[src/rtl/aes_axi4lite_pkg.sv]
// Shared constants for the AES AXI4-lite control block:
// register offsets, bit indices, FSM states, responses.
package aes_axi4lite_pkg;

  localparam logic [7:0] OFF_CTRL   = 8'h00;
  localparam logic [7:0] OFF_STATUS = 8'h04;
  localparam logic [7:0] OFF_CLR    = 8'h08;
  localparam logic [7:0] OFF_KEY    = 8'h10;
  localparam logic [7:0] OFF_PT     = 8'h30;
  localparam logic [7:0] OFF_CT     = 8'h40;

  localparam int CTRL_START  = 0;
  localparam int CTRL_IRQ_EN = 1;

  localparam int ST_DONE    = 0;
  localparam int ST_BUSY    = 1;
  localparam int ST_TIMEOUT = 2;

  typedef logic [0:0] state_t;
  localparam state_t S_IDLE = 1'b0;
  localparam state_t S_RUN  = 1'b1;

  localparam logic [1:0] RESP_OKAY   = 2'b00;
  localparam logic [1:0] RESP_SLVERR = 2'b10;
  localparam logic [1:0] RESP_DECERR = 2'b11;

  typedef struct packed {
    logic ctrl;
    logic stat;
    logic clr;
    logic key;
    logic pt;
    logic ct;
  } sel_t;

  function automatic logic [31:0] strb_merge(
    input logic [31:0] old,
    input logic [31:0] nw,
    input logic [3:0]  strb
  );
    logic [31:0] r;
    r = old;
    for (int b = 0; b < 4; b++)
      if (strb[b]) r[8*b +: 8] = nw[8*b +: 8];
    return r;
  endfunction

endpackage

[src/rtl/aes_axi4lite_regif.sv]
// AXI4-lite slave handshake, address decode and read mux.
// Ports: AXI channels, register views in, write strobes out.
module aes_axi4lite_regif
  import aes_axi4lite_pkg::*;
#(
  parameter int AW          = 32,
  parameter int DW          = 32,
  parameter int KEY_WORDS   = 6,
  parameter int BLOCK_WORDS = 4,
  parameter int KIW         = $clog2(KEY_WORDS),
  parameter int BIW         = $clog2(BLOCK_WORDS)
) (
  input  logic                     clk_i,
  input  logic                     rst_ni,
  input  logic [AW-1:0]            i_axi_awaddr,
  input  logic                     i_axi_awvalid,
  output logic                     o_axi_awready,
  input  logic [DW-1:0]            i_axi_wdata,
  input  logic [DW/8-1:0]          i_axi_wstrb,
  input  logic                     i_axi_wvalid,
  output logic                     o_axi_wready,
  output logic [1:0]               o_axi_bresp,
  output logic                     o_axi_bvalid,
  input  logic                     i_axi_bready,
  input  logic [AW-1:0]            i_axi_araddr,
  input  logic                     i_axi_arvalid,
  output logic                     o_axi_arready,
  output logic [DW-1:0]            o_axi_rdata,
  output logic [1:0]               o_axi_rresp,
  output logic                     o_axi_rvalid,
  input  logic                     i_axi_rready,
  input  logic                     busy_i,
  input  logic                     irq_en_i,
  input  logic                     done_i,
  input  logic                     timeout_i,
  input  logic [32*KEY_WORDS-1:0]  key_i,
  input  logic [32*BLOCK_WORDS-1:0] pt_i,
  input  logic [32*BLOCK_WORDS-1:0] ct_i,
  output logic                     wr_ctrl_o,
  output logic                     wr_clr_o,
  output logic                     wr_key_o,
  output logic                     wr_pt_o,
  output logic [KIW-1:0]           wr_kidx_o,
  output logic [BIW-1:0]           wr_pidx_o,
  output logic [31:0]              wdata_o,
  output logic [3:0]               wstrb_o
);

  localparam logic [5:0] W_CTRL = OFF_CTRL[7:2];
  localparam logic [5:0] W_STAT = OFF_STATUS[7:2];
  localparam logic [5:0] W_CLR  = OFF_CLR[7:2];
  localparam logic [5:0] W_KEY  = OFF_KEY[7:2];
  localparam logic [5:0] W_PT   = OFF_PT[7:2];
  localparam logic [5:0] W_CT   = OFF_CT[7:2];
  localparam logic [5:0] W_KEND = W_KEY + 6'(KEY_WORDS);
  localparam logic [5:0] W_PEND = W_PT + 6'(BLOCK_WORDS);
  localparam logic [5:0] W_CEND = W_CT + 6'(BLOCK_WORDS);

  function automatic sel_t dec(input logic [5:0] w);
    sel_t s;
    s.ctrl = (w == W_CTRL);
    s.stat = (w == W_STAT);
    s.clr  = (w == W_CLR);
    s.key  = (w >= W_KEY) && (w < W_KEND);
    s.pt   = (w >= W_PT) && (w < W_PEND);
    s.ct   = (w >= W_CT) && (w < W_CEND);
    return s;
  endfunction

  logic [5:0]  aw_w;
  logic [5:0]  ar_w;
  sel_t        ws;
  sel_t        rs;
  logic        aw_hs;
  logic        ar_hs;
  logic        start_req;
  logic        busy_err;
  logic        wr_ok;
  logic [1:0]  wr_resp;
  logic [1:0]  rd_resp;
  logic [DW-1:0] rd_data;
  logic [KIW-1:0] rd_kidx;
  logic [BIW-1:0] rd_pidx;
  logic unused_addr;

  logic [31:0] key_w [KEY_WORDS];
  logic [31:0] pt_w  [BLOCK_WORDS];
  logic [31:0] ct_w  [BLOCK_WORDS];

  for (genvar i = 0; i < KEY_WORDS; i++) begin : g_kw
    assign key_w[i] = key_i[32*i +: 32];
  end

  // CT is presented most significant word first
  for (genvar i = 0; i < BLOCK_WORDS; i++) begin : g_bw
    assign pt_w[i] = pt_i[32*i +: 32];
    assign ct_w[i] = ct_i[32*(BLOCK_WORDS-1-i) +: 32];
  end

  assign unused_addr = ^{i_axi_awaddr[AW-1:8], i_axi_awaddr[1:0],
                         i_axi_araddr[AW-1:8], i_axi_araddr[1:0]};

  assign aw_w = i_axi_awaddr[7:2];
  assign ar_w = i_axi_araddr[7:2];
  assign ws   = dec(aw_w);
  assign rs   = dec(ar_w);

  // write accepted only with both channels present, no B pending
  assign aw_hs = rst_ni & i_axi_awvalid & i_axi_wvalid & ~o_axi_bvalid;
  assign o_axi_awready = aw_hs;
  assign o_axi_wready  = aw_hs;

  assign start_req = ws.ctrl & i_axi_wstrb[0] & i_axi_wdata[CTRL_START];
  assign busy_err  = busy_i & (ws.key | ws.pt | start_req);

  always_comb begin
    wr_resp = RESP_OKAY;
    if (!(|ws))        wr_resp = RESP_DECERR;
    else if (busy_err) wr_resp = RESP_SLVERR;
  end

  assign wr_ok     = aw_hs & (|ws) & ~busy_err;
  assign wr_ctrl_o = wr_ok & ws.ctrl;
  assign wr_clr_o  = wr_ok & ws.clr;
  assign wr_key_o  = wr_ok & ws.key;
  assign wr_pt_o   = wr_ok & ws.pt;
  assign wr_kidx_o = KIW'(aw_w - W_KEY);
  assign wr_pidx_o = BIW'(aw_w - W_PT);
  assign wdata_o   = i_axi_wdata;
  assign wstrb_o   = i_axi_wstrb;

  always_ff @(posedge clk_i) begin
    if (!rst_ni) begin
      o_axi_bvalid <= 1'b0;
      o_axi_bresp  <= 2'b00;
    end else if (aw_hs) begin
      o_axi_bvalid <= 1'b1;
      o_axi_bresp  <= wr_resp;
    end else if (i_axi_bready) begin
      o_axi_bvalid <= 1'b0;
    end
  end

  assign rd_kidx = KIW'(ar_w - W_KEY);
  assign rd_pidx = (rs.ct) ? BIW'(ar_w - W_CT) : BIW'(ar_w - W_PT);

  always_comb begin
    rd_data = '0;
    rd_resp = RESP_OKAY;
    unique case (1'b1)
      rs.ctrl: rd_data[CTRL_IRQ_EN] = irq_en_i;
      rs.stat: begin
        rd_data[ST_DONE]    = done_i;
        rd_data[ST_BUSY]    = busy_i;
        rd_data[ST_TIMEOUT] = timeout_i;
      end
      rs.clr:  rd_data = '0;
      rs.key:  rd_data = key_w[rd_kidx];
      rs.pt:   rd_data = pt_w[rd_pidx];
      rs.ct:   rd_data = ct_w[rd_pidx];
      default: rd_resp = RESP_DECERR;
    endcase
  end

  assign o_axi_arready = rst_ni & ~o_axi_rvalid;
  assign ar_hs = i_axi_arvalid & o_axi_arready;

  always_ff @(posedge clk_i) begin
    if (!rst_ni) begin
      o_axi_rvalid <= 1'b0;
      o_axi_rdata  <= '0;
      o_axi_rresp  <= 2'b00;
    end else if (ar_hs) begin
      o_axi_rvalid <= 1'b1;
      o_axi_rdata  <= rd_data;
      o_axi_rresp  <= rd_resp;
    end else if (i_axi_rready) begin
      o_axi_rvalid <= 1'b0;
    end
  end

endmodule

[src/rtl/aes_axi4lite_ctrl.sv]
// AES core controller: key/PT/CT registers, start FSM, timeout.
// Ports: AXI4-lite slave, cipher core handshake, level irq.
module aes_axi4lite_ctrl
  import aes_axi4lite_pkg::*;
#(
  parameter int AW             = 32,
  parameter int DW             = 32,
  parameter int KEY_WORDS      = 6,
  parameter int BLOCK_WORDS    = 4,
  parameter int TIMEOUT_CYCLES = 1024
) (
  input  logic                      clk_i,
  input  logic                      rst_ni,
  input  logic [AW-1:0]             i_axi_awaddr,
  input  logic                      i_axi_awvalid,
  output logic                      o_axi_awready,
  input  logic [DW-1:0]             i_axi_wdata,
  input  logic [DW/8-1:0]           i_axi_wstrb,
  input  logic                      i_axi_wvalid,
  output logic                      o_axi_wready,
  output logic [1:0]                o_axi_bresp,
  output logic                      o_axi_bvalid,
  input  logic                      i_axi_bready,
  input  logic [AW-1:0]             i_axi_araddr,
  input  logic                      i_axi_arvalid,
  output logic                      o_axi_arready,
  output logic [DW-1:0]             o_axi_rdata,
  output logic [1:0]                o_axi_rresp,
  output logic                      o_axi_rvalid,
  input  logic                      i_axi_rready,
  output logic                      core_start_o,
  output logic [32*KEY_WORDS-1:0]   core_key_o,
  output logic [32*BLOCK_WORDS-1:0] core_pt_o,
  input  logic [32*BLOCK_WORDS-1:0] core_ct_i,
  input  logic                      core_done_i,
  output logic                      irq_o
);

  localparam int KIW = $clog2(KEY_WORDS);
  localparam int BIW = $clog2(BLOCK_WORDS);
  localparam int CW  = $clog2(TIMEOUT_CYCLES);
  localparam logic [CW-1:0] CNT_MAX = CW'(TIMEOUT_CYCLES - 1);

  state_t                   state_q;
  logic [CW-1:0]            cnt_q;
  logic [32*KEY_WORDS-1:0]  key_q;
  logic [32*BLOCK_WORDS-1:0] pt_q;
  logic [32*BLOCK_WORDS-1:0] ct_q;
  logic                     irq_en_q;
  logic                     done_q;
  logic                     tout_q;
  logic                     irq_q;
  logic                     start_q;

  logic                     busy;
  logic                     start_go;
  logic                     wr_ctrl;
  logic                     wr_clr;
  logic                     wr_key;
  logic                     wr_pt;
  logic [KIW-1:0]           wr_kidx;
  logic [BIW-1:0]           wr_pidx;
  logic [31:0]              wdata;
  logic [3:0]               wstrb;

  aes_axi4lite_regif #(
    .AW          (AW),
    .DW          (DW),
    .KEY_WORDS   (KEY_WORDS),
    .BLOCK_WORDS (BLOCK_WORDS),
    .KIW         (KIW),
    .BIW         (BIW)
  ) u_regif (
    .clk_i         (clk_i),
    .rst_ni        (rst_ni),
    .i_axi_awaddr  (i_axi_awaddr),
    .i_axi_awvalid (i_axi_awvalid),
    .o_axi_awready (o_axi_awready),
    .i_axi_wdata   (i_axi_wdata),
    .i_axi_wstrb   (i_axi_wstrb),
    .i_axi_wvalid  (i_axi_wvalid),
    .o_axi_wready  (o_axi_wready),
    .o_axi_bresp   (o_axi_bresp),
    .o_axi_bvalid  (o_axi_bvalid),
    .i_axi_bready  (i_axi_bready),
    .i_axi_araddr  (i_axi_araddr),
    .i_axi_arvalid (i_axi_arvalid),
    .o_axi_arready (o_axi_arready),
    .o_axi_rdata   (o_axi_rdata),
    .o_axi_rresp   (o_axi_rresp),
    .o_axi_rvalid  (o_axi_rvalid),
    .i_axi_rready  (i_axi_rready),
    .busy_i        (busy),
    .irq_en_i      (irq_en_q),
    .done_i        (done_q),
    .timeout_i     (tout_q),
    .key_i         (key_q),
    .pt_i          (pt_q),
    .ct_i          (ct_q),
    .wr_ctrl_o     (wr_ctrl),
    .wr_clr_o      (wr_clr),
    .wr_key_o      (wr_key),
    .wr_pt_o       (wr_pt),
    .wr_kidx_o     (wr_kidx),
    .wr_pidx_o     (wr_pidx),
    .wdata_o       (wdata),
    .wstrb_o       (wstrb)
  );

  assign busy     = (state_q == S_RUN);
  assign start_go = wr_ctrl & wstrb[0] & wdata[CTRL_START];

  always_ff @(posedge clk_i) begin
    if (!rst_ni) begin
      key_q    <= '0;
      pt_q     <= '0;
      irq_en_q <= 1'b0;
    end else begin
      if (wr_ctrl && wstrb[0])
        irq_en_q <= wdata[CTRL_IRQ_EN];
      for (int i = 0; i < KEY_WORDS; i++)
        if (wr_key && wr_kidx == KIW'(i))
          key_q[32*i +: 32] <=
            strb_merge(key_q[32*i +: 32], wdata, wstrb);
      for (int i = 0; i < BLOCK_WORDS; i++)
        if (wr_pt && wr_pidx == BIW'(i))
          pt_q[32*i +: 32] <=
            strb_merge(pt_q[32*i +: 32], wdata, wstrb);
    end
  end

  // clear is applied first so a completion in RUN overrides it
  always_ff @(posedge clk_i) begin
    if (!rst_ni) begin
      state_q <= S_IDLE;
      cnt_q   <= '0;
      ct_q    <= '0;
      done_q  <= 1'b0;
      tout_q  <= 1'b0;
      start_q <= 1'b0;
    end else begin
      start_q <= 1'b0;
      if (wr_clr) begin
        if (wdata[ST_DONE])    done_q <= 1'b0;
        if (wdata[ST_TIMEOUT]) tout_q <= 1'b0;
      end
      unique case (state_q)
        S_IDLE: begin
          if (start_go) begin
            start_q <= 1'b1;
            done_q  <= 1'b0;
            tout_q  <= 1'b0;
            cnt_q   <= '0;
            state_q <= S_RUN;
          end
        end
        S_RUN: begin
          if (core_done_i) begin
            ct_q    <= core_ct_i;
            done_q  <= 1'b1;
            state_q <= S_IDLE;
          end else if (cnt_q == CNT_MAX) begin
            tout_q  <= 1'b1;
            state_q <= S_IDLE;
          end else begin
            cnt_q <= cnt_q + 1'b1;
          end
        end
      endcase
    end
  end

  always_ff @(posedge clk_i) begin
    if (!rst_ni) irq_q <= 1'b0;
    else         irq_q <= irq_en_q & (done_q | tout_q);
  end

  assign core_start_o = start_q;
  assign core_key_o   = key_q;
  assign core_pt_o    = pt_q;
  assign irq_o        = irq_q;

endmodule

[config.mk]
export PLATFORM = sky130hd
export DESIGN_NAME = aes_axi4lite_ctrl
export DESIGN_NICKNAME = d
export VERILOG_FILES = /design/src/rtl/aes_axi4lite_pkg.sv /design/src/rtl/aes_axi4lite_regif.sv /design/src/rtl/aes_axi4lite_ctrl.sv
export SDC_FILE = /design/constraint.sdc
export NUM_CORES = 1
export LEC_CHECK = 0
export CAP_MARGIN = 20
export CORE_MARGIN = 4
export CORE_UTILIZATION = 45
export CTS_CLUSTER_DIAMETER = 200
export DETAILED_ROUTE_END_ITERATION = 8
export GPL_TIMING_DRIVEN = 0
export PLACE_DENSITY = 0.75
export SLEW_MARGIN = 40
export SYNTH_ARGS = -nofsm -noshare
export SYNTH_HDL_FRONTEND = slang
export SYNTH_SLANG_ARGS = --single-unit
export TNS_END_PERCENT = 1
[constraint.sdc]
create_clock -name clk_i -period 2.9 [get_ports clk_i]
set_input_delay 0.58 -clock clk_i [delete_from_list [all_inputs] [get_ports clk_i]]
set_output_delay 0.58 -clock clk_i [all_outputs]
set_load 0.02 [all_outputs]
[After elaboration in Yosys (flattened, before gate mapping)]
Index checks and enable logic that the tools add are counted.
Word-level totals
  register bits after elaboration: 502
  latch bits: 0
  memory bits (writable): 0
  ROM bits: 0
  input port bits: 236
  output and inout port bits: 363
  logic and storage cells: 224
  memories: 0
Operators by class
  add/subtract/negate cells: 6
  multipliers: 0
  divide/modulo/power cells: 0
  order comparisons: 14
  eq/ne operators: 16
  shift-type cells: 0
  muxes and demuxes: 40
  bitwise operators: 27
  reductions and logical operators: 68
Operators by type and width (number)
  $mux W32: 6
  $bmux W32 S2: 2
  $bmux W32 S3: 1
  $pmux W29 S3: 1
  $reduce_and A2 Y1: 41
  $mux W10: 3
  $lt A6 B5 Y1 const B: 4
  $pmux W10 S2: 1
  $and A1 B1 Y1: 17
  $logic_and A1 B1 Y1: 17
  $mux W1: 16
  $eq A6 B1 Y1 const B: 2
  $eq A6 B2 Y1 const B: 2
  $ge A6 B3 Y1 const B: 2
  $ge A6 B4 Y1 const B: 2
  $ge A6 B5 Y1 const B: 2
  $logic_not A6 Y1: 2
  $lt A6 B4 Y1 const B: 2
  $reduce_or A6 Y1: 2
  $add A10 B1 Y10 const B: 1
  $eq A10 B10 Y1 const B: 1
  $mux W2: 4
  $pmux W1 S4: 2
  $eq A3 B2 Y1 const B: 2
  other kinds (20): 36

[Longest topological paths before layout]
  depth in word-level cells: 12
  mapped depth: 8
  gate-level depth less buffers: 6

[Modules after synthesis]
From an unflattened synthesis, not the netlist that was laid out.
Second synthesis, totals
  cells, all modules: 2631
  area total of the unflattened synthesis: 21852.2 um^2
Modules (own cells, without submodules)
  aes_axi4lite_ctrl: instances 1, cells each 2124, area each 16649.7 um^2
  aes_axi4lite_regif: instances 1, cells each 507, area each 5202.5 um^2

[Least setup slack after synthesis]
OpenSTA, ideal clock, no wires.
  path type: input to register
  from: input port i_axi_araddr[2]
  to: register u_regif.o_axi_rdata[27]
  setup time: 137 ps
  data arrival time: 2398 ps
  path slack: 365 ps
  stages on the path: 6
  path through: clkbuf_1 buf_2 buf_1 mux4_2 a22oi_1 a31oi_1
On the way
  cells in the longest elaborated chain, start to end: 8
RTL lines
  start, declared: line aes_axi4lite_ctrl.sv:24  | input logic [AW-1:0] i_axi_araddr,
  $ge A6 B5 Y1 or $lt A6 B5 Y1 (tied branches): line aes_axi4lite_regif.sv:66  | s.ct = (w >= W_CT) && (w < W_CEND);
  $logic_and A1 B1 Y1: line aes_axi4lite_regif.sv:66
  $mux W2: line aes_axi4lite_regif.sv:145  | assign rd_pidx = (rs.ct) ? BIW'(ar_w - W_CT) : BIW'(ar_w - W_PT);
  $not A2 Y3 (not written as such): line aes_axi4lite_regif.sv:159, aes_axi4lite_regif.sv:160
  $bmux W32 S2, on equally long branches: line aes_axi4lite_regif.sv:160, aes_axi4lite_regif.sv:159
  $mux W32, on equally long branches (2 in series): line aes_axi4lite_regif.sv:160, aes_axi4lite_regif.sv:159
  $pmux W29 S3 (*): line aes_axi4lite_regif.sv:150  | unique case (1'b1)
  end signal, assigned: line aes_axi4lite_regif.sv:175  | o_axi_rdata <= rd_data;
  end, declared: line aes_axi4lite_regif.sv:28  | output logic [DW-1:0] o_axi_rdata,
Every way passes the cells marked *; elsewhere a longest branch is shown, timed or not. The select of a mux whose other input is x is not followed.
A chain may end at the register's enable or synchronous reset.

[Final worst setup path]
  from: input port i_axi_awaddr[3]
  to: register key_q[67] (netlist: core_key_o[67])
On the way
  cells in the longest elaborated chain, start to end: 10
RTL lines
  start, declared: line aes_axi4lite_ctrl.sv:14  | input logic [AW-1:0] i_axi_awaddr,
  $ge A6 B3 Y1, or another cell as far along: line aes_axi4lite_regif.sv:64  | s.key = (w >= W_KEY) && (w < W_KEND);
  $logic_and A1 B1 Y1, or another cell as far along: line aes_axi4lite_regif.sv:64
  $or A1 B1 Y1 or $and A1 B1 Y1 (tied branches): line aes_axi4lite_regif.sv:114, aes_axi4lite_regif.sv:113
  $or A1 B1 Y1: line aes_axi4lite_regif.sv:114  | assign busy_err = busy_i & (ws.key | ws.pt | start_req);
  $and A1 B1 Y1: line aes_axi4lite_regif.sv:114
  $not A1 Y1: line aes_axi4lite_regif.sv:122  | assign wr_ok = aw_hs & (|ws) & ~busy_err;
  $and A1 B1 Y1: line aes_axi4lite_regif.sv:122
  $and A1 B1 Y1: line aes_axi4lite_regif.sv:125  | assign wr_key_o = wr_ok & ws.key;
  $logic_and A1 B1 Y1 (*): line aes_axi4lite_ctrl.sv:122  | if (wr_key && wr_kidx == KIW'(i))
  $reduce_and A2 Y1 (no source line) (*)
  end signal, assigned by index: line aes_axi4lite_ctrl.sv:123  | key_q[32*i +: 32] <=
  end, declared: line aes_axi4lite_ctrl.sv:46  | logic [32*KEY_WORDS-1:0] key_q;
Every way passes the cells marked *; elsewhere a longest branch is shown, timed or not.

==> flow_summary.json <==
{
  "outcome": "complete, but fails checks",
  "violations": "setup timing",
  "setup_slack_ns": -0.0107,
  "finalHoldViolCount": 0,
  "wl_um": 104000,
  "most-common-layout-cells": "565 x nand2_1, 540 x clkdlybuf4s50_1, 501 x dfxtp_1",
  "antenna_found_initial": 5,
  "crit_buf_inv": 3,
  "slowest_stage": "nor4_4",
  "max_freq_ghz": 0.344,
  "synth_cell_types": 53,
  "core_um2": 50200,
  "die_h_um": 233,
  "die_area_um2": 54400,
  "crit_family": "buffers and inverters",
  "final_nets": 3296,
  "crit_path_max_incr_delay_ns": 0.57,
  "fin_cells": 3773,
  "p_leak_nw": 11.3,
  "post_drt_wl_per_cell_um": 27.6,
  "rsz0062_at_grt": "yes",
  "ctsHoldBuffers": 0,
  "final_area_um2": 31100,
  "vias": 22850,
  "grt_overflow_total": 0,
  "synth_seq_area_share_pct": 43.9,
  "dp_hpwl_um": 81200,
  "cts_tree": "built",
  "clk_pin_slew_ns": 0.07,
  "die_w_um": 233,
  "grt_max_degree": 14,
  "ff_latch_area_um2": 10000,
  "synth_nets": 2695,
  "cap_violations": 0,
  "cts_buffers": 53,
  "synthFlopType": "dfxtp_1",
  "maxSlewHeadroom_pct": 38.2,
  "cts_root_buffer": "clkbuf_16",
  "ys_ff_latch": 501,
  "powerDensity_nw_per_um2": 490,
  "fillCellCount": 4244,
  "top_layer": "met5",
  "final_common_cell": "nand2_1",
  "crit_type": "in2reg",
  "crit_chain": "clkdlybuf4s50_1, nor4_4, and2_1, o21a_2, clkbuf_2, clkbuf_1, o21ai_0, a21boi_0",
  "setup-violations-final": 2,
  "cts_max_level": 2,
  "postRouteAntennaNets": 0,
  "cts_buffer_depth": 3,
  "fin_crit_sh_pct": 100,
  "grt_pass1_wl_um": 150000,
  "grt_pass1_vias": 22305,
  "drive_gt1_share_pct": 9.19,
  "worstHoldPathType": "reg2reg",
  "wl_met1_um": 39000,
  "via_per_inst": 6.06,
  "worstSetupEndpoint": "core_key_o[67]$_SDFFE_PN0P_",
  "synthToLayoutAreaGrowth_pct": 36.3,
  "netlist_instances": 2458,
  "min_period_ns": 2.91,
  "drtIter0Drc": 2800,
  "syn_area_um2": 22800,
  "pre_cts_ws_ns": -1.24,
  "grt_usage_pct": 37.0,
  "yosys.area.top_type": "dfxtp_1",
  "wl_met3_um": 11700,
  "r2r_start": "u_regif.o_axi_bvalid$_SDFFE_PN0P_",
  "slew_viol_final": 0,
  "synthArstFlopShare_pct": 0,
  "vdd_drop_max_v": 0.000455,
  "crit_fanout": 10,
  "worstMarginPinSlew_ns": 0.926,
  "firstDrtPassIters": 6,
  "dp_cells": 3671,
  "rr_worst_depth": 8,
  "worstSetupPathDepth": 8,
  "synthTopCellsByArea": "dfxtp_1 44%, mux2i_1 10%, mux4_2 9.5%",
  "place.gp.congestion": 1.00,
  "drcViolationCount": 0,
  "start_kind": "input port",
  "met2WireLength_um": 48700,
  "port_buffers": 541,
  "clock-sinks": 501,
  "synth-edff-count": 0,
  "fp-row-count": 82,
  "fin_skew_ns": 0.0220,
  "end_kind": "register",
  "placed_area_um2": 29200,
  "worstSkewPairLatency_ns": 0.62,
  "yosysWarningCount": 0,
  "critPathLaunch": "i_axi_awaddr[3]",
  "multi_input_area_um2": 12000,
  "worstPathRequired_ns": 3.42,
  "pin_count": 599,
  "reg2reg_to": "core_key_o[3]$_SDFFE_PN0P_",
  "rrSetupSlack_ns": 0.06,
  "avgSynthCellArea_um2": 9.29,
  "synth_top_area_share_pct": 43.9,
  "initial_core_util_pct": 45.5,
  "crit_arrival_ns": 3.43
}
## worst min-delay path by stage
stage | startpoint | endpoint | slack [ns] | cells after the start
6_report | irq_en_q$_SDFFE_PN0P_ | irq_o$_SDFF_PN0_ | 0.46 | 2
4_1_cts | irq_en_q$_SDFFE_PN0P_ | irq_o$_SDFF_PN0_ | 0.45 | 2
3_3_place_gp | ct_q[80]$_SDFFE_PN0P_ | ct_q[80]$_SDFFE_PN0P_ | 0.45 | 2
5_1_grt | irq_en_q$_SDFFE_PN0P_ | irq_o$_SDFF_PN0_ | 0.47 | 2
2_1_floorplan | irq_en_q$_SDFFE_PN0P_ | irq_o$_SDFF_PN0_ | 0.44 | 2
3_5_place_dp | ct_q[108]$_SDFFE_PN0P_ | ct_q[108]$_SDFFE_PN0P_ | 0.46 | 2
## layout make-up
class	count	area share, %
inverters	7	0.0844
diodes	1	0.00804
well taps	672	2.70
clock buffers	78	5.05
clock inverters	18	0.603
repair buffers	546	17.6
flip-flops and latches	501	32.2
multi-input cells	1725	38.7
plain buffers	225	3.06
## power by group
group          switching [mW]  total [mW]  internal (mW)
Combinational           0.765        1.28          0.511
Sequential             0.0425        6.97           6.93
Clock                    2.97        6.99           4.02
Total                    3.78        15.2           11.5
## repair_timing
action                     CTS  global route
resized for setup           14            26
pin swaps                    3             5
setup buffers                2             1
hold endpoints to repair     0             0
setup endpoints to repair  275           113
## layer usage
layer	vias up	track usage, %
li1	9926	-
met1	11128	45.4
met2	1487	61.3
met3	305	11.3
met4	4	14.0
met5	-	0
## synthesized netlist by cell type (3+ instances only)
cell / number
nor3_1: 5
dfxtp_1: 501
or4_1: 28
a211oi_1: 4
nand2_1: 565
o31ai_1: 3
mux4_2: 96
buf_1: 22
a21boi_0: 236
a21boi_1: 22
nand3_1: 161
nor2_1: 16
o21a_1: 3
or2_2: 3
buf_4: 5
or3_1: 5
and2_1: 3
clkbuf_1: 163
and3_1: 14
nand2b_1: 6
a21oi_1: 47
nor3_2: 4
mux2i_1: 230
nand4_1: 8
a2111o_1: 3
nor4_2: 9
a22oi_1: 32
buf_2: 35
o21ai_0: 164
a31oi_1: 29
nor2b_1: 5
inv_1: 7
## cells by family (layout without fill, tap and decap cells)
group | Yosys count | count (layout) | share of synthesized area [%]
AND/OR/NAND/NOR | 845 | 845 | 16.6
AO/OA/AOI/OAI | 552 | 552 | 15.8
flip-flops | 501 | 501 | 43.9
multiplexers | 327 | 327 | 19.6
buffers and inverters | 232 | 874 | 4.09
adder cells (fa/ha/maj) | 1 | 1 | 0.0548
other | 0 | 1 | 0
## registers in the layout, indices dropped and copies added (netlist names)
signal                count
tout_q                    1
ct_q                    128
irq_o                     1
core_start_o              1
u_regif.o_axi_rvalid      1
core_key_o              192
cnt_q                    10
u_regif.o_axi_bresp       2
done_q                    1
core_pt_o               128
u_regif.o_axi_rdata      32
busy                      1
irq_en_q                  1
u_regif.o_axi_rresp       1
u_regif.o_axi_bvalid      1
## tightest hold or removal path, stage by stage (launching register included)
cell and delay (ns):
dfxtp_1 0.31, nand2_1 0.08, nor2_1 0.05
## per-stage QoR
step | utilization (%) | power (mW) | setup TNS (ns) | hold WS, ns
floorplan | - | 7.62 | 0 | 0.438
global placement | 58.0 | 8.33 | -306.80 | 0.450
detailed placement | 58.2 | 8.35 | -302.43 | 0.457
CTS | 61.8 | 15.2 | -0.0900 | 0.448
global route | 62.0 | 15.5 | -0.347 | 0.472
finish | 62.0 | 15.2 | -0.0171 | 0.460
(Power assumes the default switching activity.)
